$ cat config.mk
export PLATFORM = sky130hd
export DESIGN_NAME = join_vector
export DESIGN_NICKNAME = d
export VERILOG_FILES = /design/src/rtl/vec_pkg.sv /design/src/rtl/join_slice_writer.sv /design/src/rtl/join_vector.sv
export SDC_FILE = /design/constraint.sdc
export NUM_CORES = 1
export LEC_CHECK = 0
export BUFFER_PORTS_ARGS = -buffer_cell sky130_fd_sc_hd__buf_2
export CORE_AREA = 2 2 302 304
export CTS_BUF_LIST = sky130_fd_sc_hd__clkbuf_4
export DETAILED_ROUTE_END_ITERATION = 7
export DIE_AREA = 0 0 304 306
export MAX_ROUTING_LAYER = met4
export PLACE_DENSITY = 0.55
export SETUP_SLACK_MARGIN = 0.2
export SLEW_MARGIN = 20
export SYNTH_ARGS = -nofsm -noshare
export SYNTH_HDL_FRONTEND = slang
export SYNTH_HIERARCHICAL = 1
export SYNTH_SLANG_ARGS = --single-unit
$ cat constraint.sdc
create_clock -name CLK -period 1.9 [get_ports CLK]
set_input_delay 0 -clock CLK [delete_from_list [all_inputs] [get_ports CLK]]
set_output_delay 0 -clock CLK [all_outputs]
set_load 0.01 [all_outputs]
$ cat src/rtl/vec_pkg.sv
// Shared vector-ALU definitions: geometry constants, beat/vector types,
// and the gather state encoding used by the fork/join sequencing.
package vec_pkg;

  localparam int N      = 32;
  localparam int V      = 20;
  localparam int LANES  = 4;
  localparam int SLICES = V / LANES;
  localparam int SW     = $clog2(SLICES);

  typedef logic [LANES-1:0][N-1:0] lane_beat_t;
  typedef logic [V-1:0][N-1:0]     vector_t;

  typedef enum logic [1:0] {
    IDLE,
    COLLECT,
    DONE
  } join_state_t;

  // Lane k of slice s lands in element k*SLICES+s (inverse of the fork stage)
  function automatic int elem_index(input int lane, input int slice);
    return lane * SLICES + slice;
  endfunction

endpackage

$ cat src/rtl/join_slice_writer.sv
// Scatter network for the join stage: routes each lane of the current beat
// to its element position and raises the write enables of the elements
// owned by the active slice.
module join_slice_writer
  import vec_pkg::*;
(
  input  logic               accept,
  input  logic [SW-1:0]      slice_cnt,
  input  lane_beat_t         lane_res,
  output logic [V-1:0]       elem_we,
  output vector_t            elem_data
);

  for (genvar k = 0; k < LANES; k++) begin : g_lane
    for (genvar s = 0; s < SLICES; s++) begin : g_slice
      localparam int E = elem_index(k, s);
      assign elem_we[E]   = accept && (slice_cnt == SW'(s));
      assign elem_data[E] = lane_res[k];
    end
  end

endmodule

$ cat src/rtl/join_vector.sv
// Gather/reassembly stage after the 4-lane vector ALU. Collects SLICES
// lane beats into one V-element vector and holds it for writeback until
// acknowledged. Optional running element sum enabled by JOIN_VECTOR_REDUCE_EN.
module join_vector
  import vec_pkg::*;
(
  input  logic               CLK,
  input  logic               RST,
  input  logic               start_i,
  input  logic               in_valid_i,
  output logic               in_ready_o,
  input  logic [SW-1:0]      slice_idx_i,
  input  lane_beat_t         lane_res_i,
  output vector_t            result_o,
  output logic               result_valid_o,
  input  logic               result_ack_i,
  output logic               busy_o,
  output logic               err_o
`ifdef JOIN_VECTOR_REDUCE_EN
  ,
  output logic [N-1:0]       reduce_o
`endif
);

  localparam logic [SW-1:0] LAST_SLICE = SW'(SLICES - 1);

  join_state_t    state;
  logic [SW-1:0]  slice_cnt;
  logic           beat_accept;
  logic [V-1:0]   elem_we;
  vector_t        elem_data;

  // A restart in the same cycle wins over the beat, so the beat is not taken
  assign beat_accept = in_valid_i && in_ready_o && !start_i;

  join_slice_writer u_writer (
    .accept    (beat_accept),
    .slice_cnt (slice_cnt),
    .lane_res  (lane_res_i),
    .elem_we   (elem_we),
    .elem_data (elem_data)
  );

  // Control FSM with registered handshake/status outputs and the result store
  always_ff @(posedge CLK) begin
    if (!RST) begin
      state          <= IDLE;
      slice_cnt      <= '0;
      result_o       <= '0;
      in_ready_o     <= 1'b0;
      result_valid_o <= 1'b0;
      busy_o         <= 1'b0;
      err_o          <= 1'b0;
    end else begin
      case (state)
        IDLE: begin
          if (start_i) begin
            state      <= COLLECT;
            slice_cnt  <= '0;
            result_o   <= '0;
            err_o      <= 1'b0;
            in_ready_o <= 1'b1;
            busy_o     <= 1'b1;
          end
        end
        COLLECT: begin
          if (start_i) begin
            slice_cnt <= '0;
            result_o  <= '0;
            err_o     <= 1'b0;
          end else if (beat_accept) begin
            for (int e = 0; e < V; e++) begin
              if (elem_we[e]) begin
                result_o[e] <= elem_data[e];
              end
            end
            if (slice_idx_i != slice_cnt) begin
              err_o <= 1'b1;
            end
            if (slice_cnt == LAST_SLICE) begin
              state          <= DONE;
              slice_cnt      <= '0;
              in_ready_o     <= 1'b0;
              busy_o         <= 1'b0;
              result_valid_o <= 1'b1;
            end else begin
              slice_cnt <= slice_cnt + SW'(1);
            end
          end
        end
        DONE: begin
          if (result_ack_i) begin
            result_valid_o <= 1'b0;
            if (start_i) begin
              state      <= COLLECT;
              slice_cnt  <= '0;
              result_o   <= '0;
              err_o      <= 1'b0;
              in_ready_o <= 1'b1;
              busy_o     <= 1'b1;
            end else begin
              state <= IDLE;
            end
          end
        end
        default: begin
          state          <= IDLE;
          slice_cnt      <= '0;
          in_ready_o     <= 1'b0;
          result_valid_o <= 1'b0;
          busy_o         <= 1'b0;
        end
      endcase
    end
  end

`ifdef JOIN_VECTOR_REDUCE_EN
  logic [N-1:0] beat_sum;
  logic [N-1:0] acc;
  logic         start_take;

  // Start is honoured everywhere except DONE without an acknowledge
  assign start_take = start_i && ((state != DONE) || result_ack_i);

  // Sum of the lanes of the current beat, wrapping at N bits
  always_comb begin
    beat_sum = '0;
    for (int k = 0; k < LANES; k++) begin
      beat_sum = beat_sum + lane_res_i[k];
    end
  end

  // Running sum of all accepted beats, discarded on every new vector
  always_ff @(posedge CLK) begin
    if (!RST) begin
      acc <= '0;
    end else if (start_take) begin
      acc <= '0;
    end else if (beat_accept) begin
      acc <= acc + beat_sum;
    end
  end

  assign reduce_o = acc;
`endif

endmodule
Word-level counts from Yosys, hierarchy flattened
Index checks and enable logic that the tools add are counted.

cells by class
  add/sub/neg operators = 1
  eq/ne operators = 19
  muxes and demuxes = 58
  bitwise operators = 1
  reduce and logical (&&, ||, !) cells = 21

operators by type and width
  kind                                                 count
  2-to-1 mux 640 bit                                   4
  one-hot mux 640 bit (3 select lines)                 1
  2-to-1 mux 32 bit                                    20
  AND reduction 4 bit                                  7
  != test 3 bit, second input constant                 6
  2-to-1 mux 1 bit                                     17
  2-to-1 mux 3 bit                                     5
  one-hot mux 1 bit (3 select lines)                   4
  2-to-1 mux 2 bit                                     5
  AND reduction 5 bit                                  2
  one-hot mux 3 bit (3 select lines)                   1
  != test 2 bit, second input constant                 4
  logical AND 1 bit                                    7
  equality test 3 x 2 -> 1 bit, second input constant  2
  one-hot mux 2 bit (3 select lines)                   1
  adder 3 x 1 -> 3 bit, second input constant          1
  equality test 3 x 1 -> 1 bit, second input constant  1
  equality test 3 bit, second input constant           1
  logical NOT 3 bit                                    1
  != test 3 x 2 -> 1 bit, second input constant        1
  != test 3 bit                                        1
  nonzero test 3 bit                                   1
  equality test 2 x 1 -> 1 bit, second input constant  1
  equality test 2 bit, second input constant           1
  5 further kinds                                      5

storage, ports and cells
  register bits = 649
  bits of input ports = 136
  output and inout bits = 644
  word-level logic and storage cells = 126

Logic depth before layout (Yosys ltp)
  word-level depth = 7
  mapped depth = 8

Hierarchy
The synthesis kept the hierarchy.

modules (own cells, without submodules)
  module             instances  cells an instance  area each (sq um)  sequential area each (sq um)
  join_vector        1          2870               26147.6            12992.5
  join_slice_writer  1          660                4981.0             0.0

Worst setup path before layout
Ideal clock, no wire load.

  kind = reg-to-reg
  start = register in_ready_o
  end = register result_o[321] (netlist name)
  data arrival time = 1.619 ns
  required time = 1.828 ns
  path slack = 0.209 ns
  cell stages (with the launch flop) = 9
  period minus slack after synthesis = 1.691 ns
  path through = dfxtp_1 -> nand3b_1 -> inv_1 -> nor4b_2 -> buf_4 -> nand2_1 -> nand2_4 -> buf_6 -> mux2i_1

on the way
  word-level cells in the longest chain between the ends = 5

ends and longest elaborated chain
  element                               line               source
  start, declared                       join_vector.sv:11  output logic in_ready_o,
  start signal, assigned                join_vector.sv:50  in_ready_o <= 1'b0;
  start signal, assigned                join_vector.sv:62  in_ready_o <= 1'b1;
  start signal, assigned                join_vector.sv:83  in_ready_o <= 1'b0;
  logical AND 1 bit (2 in a row)        join_vector.sv:34  assign beat_accept = in_valid_i && in_ready_o && !start_i;
  net beat_accept                       join_vector.sv:29  logic beat_accept;
  logical AND 1 bit                     --
  net elem_we[0]                        join_vector.sv:30  logic [V-1:0] elem_we;
  != test 3 bit (no source line)        --
  AND reduction 4 bit (no source line)  --
  end signal, assigned by index         join_vector.sv:74  result_o[e] <= elem_data[e];
  end, declared                         join_vector.sv:14  output vector_t result_o,

The timed path passes the listed nets, and every way through them passes these cells.
A chain may end at the register's enable or synchronous reset.

Worst setup path after layout
  start = register in_ready_o
  end = register result_o[304] (netlist name)

on the way
  word-level cells in the longest chain between the ends = 5

ends and longest elaborated chain
  element                                   line                     source
  logical AND 1 bit (*) (2 in a row)        join_vector.sv:34
  logical AND 1 bit                         join_slice_writer.sv:17  assign elem_we[E] = accept && (slice_cnt == SW'(s));
  != test 3 bit (no source line)            --
  AND reduction 4 bit (no source line) (*)  --

Mark *: on every way between the ends. The rest lies on a longest branch, timed or not.

==> flow_metrics.tcl <==
set metrics [dict create \
    status "completed" \
    start_util 0.347 \
    synth_nets 3668 \
    critPathSlowestCell "dfxtp_2" \
    p_leak_nw 18.4 \
    syn_area_per_cell_um2 8.82 \
    yosysWarnings 6 \
    worst_path_largest_cell_delay_ns 0.33 \
    cap_viol_max_count 0 \
    crit_chain "buf_6 > and4b_2 > clkbuf_16 > buf_4 > nand2_4 > nand2_8 > buf_12 > mux2i_2" \
    cts_root_buf "clkbuf_4" \
    clock_latency_ns 1.06 \
    post-route-period-util 0.911 \
    clockBufferDepth 3 \
    cp_max_fo 9 \
    die-area_um2 93000 \
    vdd_drop_max_mv 0.542 \
    num_rows 110 \
    rsz0062_at_grt "true" \
    relSlewSlack 0.315 \
    antenna_found_initial 7 \
    tightest_slew_ns 1.03 \
    vias 24400 \
    yosys.area_share.adder 0.000804 \
    drc 0 \
    numCtsBuffers 180 \
    cts_tree "done" \
    cp-start-kind "flip-flop" \
    nets 4196 \
    ys_ff_latch 649 \
    finalHoldViolCount 0 \
    min_path_type "input port to flip-flop" \
    grt.total_usage 0.214 \
    dpl.hpwl_um 65500 \
    synth.area.mux_share 0.206 \
    post-route-util 0.448 \
    synth_top_area_cell "dfxtp_1" \
    wl_um 108000 \
    pwr_density_cell_nw_per_um2 778 \
    drv_slew 0 \
    synth_area_um2 31100 \
    fin_skew_ns 0.0604 \
    globalplace.congestion 0.848 \
    ant_nets 0 \
    finalSetupViolations 0 \
    yosysSeqAreaShare 0.417 \
    fin_crit_ns 1.73 \
    syn2layout_area_growth_pct 29.0 \
    clk_pin_slew_worst_paths_ns 0.07 \
    cp_data_required_time_ns 2.88 \
    end_kind "flip-flop" \
    layout_setup_ws_ns 0.169 \
    wl_per_cell_um 20.1 \
    syn_inst 3530 \
    io_buffers 779 \
    grt_pass1_wl_um 149000 \
    r2r_setup_slack_ns 0.17 \
    crit_buf_inv 4 \
    htreeDepth 4 \
    yosysUniqueCellTypes 31 \
    clock.fmax_ghz 0.578 \
    synth_top_family_by_area "multiplexers" \
    drive_above_1_share 0.372 \
    num_io_pins 780 \
    drt-initial-drc-count 1575 \
    drt_first_pass_iters 5 \
    fillerInstances 8648 \
    die_w_um 304 \
    cts.sinks 649 \
    globalRouteOverflowTotal 0 \
    synth_xor_xnor_area_share 0.000844 \
    synthTopCellsByArea "dfxtp_1 42%, mux2i_1 21%, buf_4 16%" \
    grt_max_degree 189 \
    pre_cts_ws_ns -0.119 \
    cp_data_arrival_time_ns 2.71 \
    core-area_um2 89600 \
    synth-simple-area-share 0.169 \
    first_global_vias 24000 \
    synth_top_area_frac 0.417 \
    crit_type "flip-flop to flip-flop" \
    critical_path.top_delay_family "buffers and inverters" \
    synth_compound_area_frac 0.00398 \
    die_h_um 306 \
    route.detailed.vias_per_inst 4.54 \
]
-- final timing paths --
path	from	end	cells after the start
worst min register to register	result_o[420]$_SDFFE_PN0P_	result_o[420]$_SDFFE_PN0P_	2
worst max register to register	in_ready_o$_SDFFE_PN0P_	result_o[304]$_SDFFE_PN0P_	8
worst min-delay path	lane_res_i[83]	result_o[403]$_SDFFE_PN0P_	5
worst max-delay path	in_ready_o$_SDFFE_PN0P_	result_o[304]$_SDFFE_PN0P_	8
-- flip-flops by register name, indices dropped and copies added, names as in the netlist --
register        cells
result_valid_o      1
in_ready_o          1
busy_o              1
state               2
err_o               1
slice_cnt           3
result_o          640
-- area by class of cell --
cell class	instances	area, um^2	share of cell area
repair buffers	1208	10900	0.273
flip-flops and latches	649	13400	0.333
clock inverters	36	199	0.00496
multi-input cells	2012	12000	0.300
diodes	9	22.5	0.000561
well taps	1176	1470	0.0367
inverters	7	26.3	0.000655
clock buffers	279	2090	0.0522
-- layout by cell type, fill, tap and decap left out, drive strengths merged --
cell         count
nand3b           3
buf            902
and4b            2
nor2b            1
clkinvlp         4
nand2b           1
a21oi            6
dlygate4sd3    270
a211oi           2
nor2             6
nor3             2
ha               2
diode            9
inv             10
nor4b            1
mux2i          641
nand3            2
o211a            2
o311ai           1
a31oi            1
o21ai            3
xnor2            3
o41ai            1
dfxtp          649
o32ai            1
nand2         1328
clkbuf         314
clkinv          28
and4bb           3
bufbuf           1
bufinv           1
-- cell families (layout without fill, tap and decap cells) --
logic type | Yosys count | in the layout
and+or+nand+nor | 1348 | 1349
buffers and inverters | 870 | 1530
DFF | 649 | 649
muxes | 641 | 641
AOI/OAI and AO/OA | 17 | 17
xor gates and xnor gates | 3 | 3
adders and majority gates | 2 | 2
other | 0 | 9
-- worst reg2reg max path, cell delays in order (launching register included) --
cell and delay (ns):
dfxtp_2 0.33, buf_6 0.10, and4b_2 0.29, clkbuf_16 0.19
buf_4 0.13, nand2_4 0.06, nand2_8 0.12, buf_12 0.17
mux2i_2 0.25
-- per-stage QoR --
stage	TNS, ns	power, W	instance area [um^2]	hold WS, ns	instances
6_report	0	0.0312	40100	0.355	5376
5_1_grt	0	0.0326	40100	0.279	5375
4_1_cts	0	0.0313	38700	0.0784	5304
3_5_place_dp	-6.67	0.0174	31500	0.302	4702
3_3_place_gp	-1.50	0.0174	31500	0.294	4702
2_1_floorplan	0	0.0170	31100	0.127	3530
-- routing by layer --
layer,up-vias,global-route usage,part of all wire
li1,11800,-,-
met1,11600,0.241,0.41
met5,-,-,0
met3,212,0.0705,0.069
met2,855,0.347,0.48
met4,0,0.0930,0.038
-- what timing repair did --
item,4_1_cts,5_1_grt
setup endpoints to repair,547,489
cloned,8,40
gates resized for setup,647,64
setup buffers,9,23
endpoints found under the hold margin,649,0
hold buffers,270,0
pin swaps,5,15
-- where the power goes --
| part | internal (W) | leakage [nW] | switching, W | total (W) |
|---|---|---|---|---|
| Combinational | 0.00189 | 11.6 | 0.00215 | 0.00404 |
| Sequential | 0.0140 | 5.39 | 0.000198 | 0.0142 |
| Clock | 0.00678 | 1.37 | 0.00625 | 0.0130 |
-- cell usage after synthesis --
cell type / n
nor2_1: 6
a31oi_1: 1
inv_1: 6
and4b_2: 1
inv_2: 1
and4b_1: 1
and4bb_2: 3
dfxtp_1: 649
nand2_4: 19
o32ai_1: 1
xnor2_1: 3
o311ai_0: 1
buf_4: 662
a211oi_1: 2
nor2b_1: 1
ha_1: 2
nand2_1: 1308
o41ai_1: 1
o21ai_0: 2
nand2b_1: 1
buf_6: 59
buf_2: 61
o211a_1: 2
mux2i_1: 641
clkbuf_1: 81
a21oi_1: 6
nor4b_2: 1
o21ai_4: 1
nand3b_1: 3
nand3_1: 2
nor3_1: 2
Note: power is estimated with default switching activity, not from simulation.
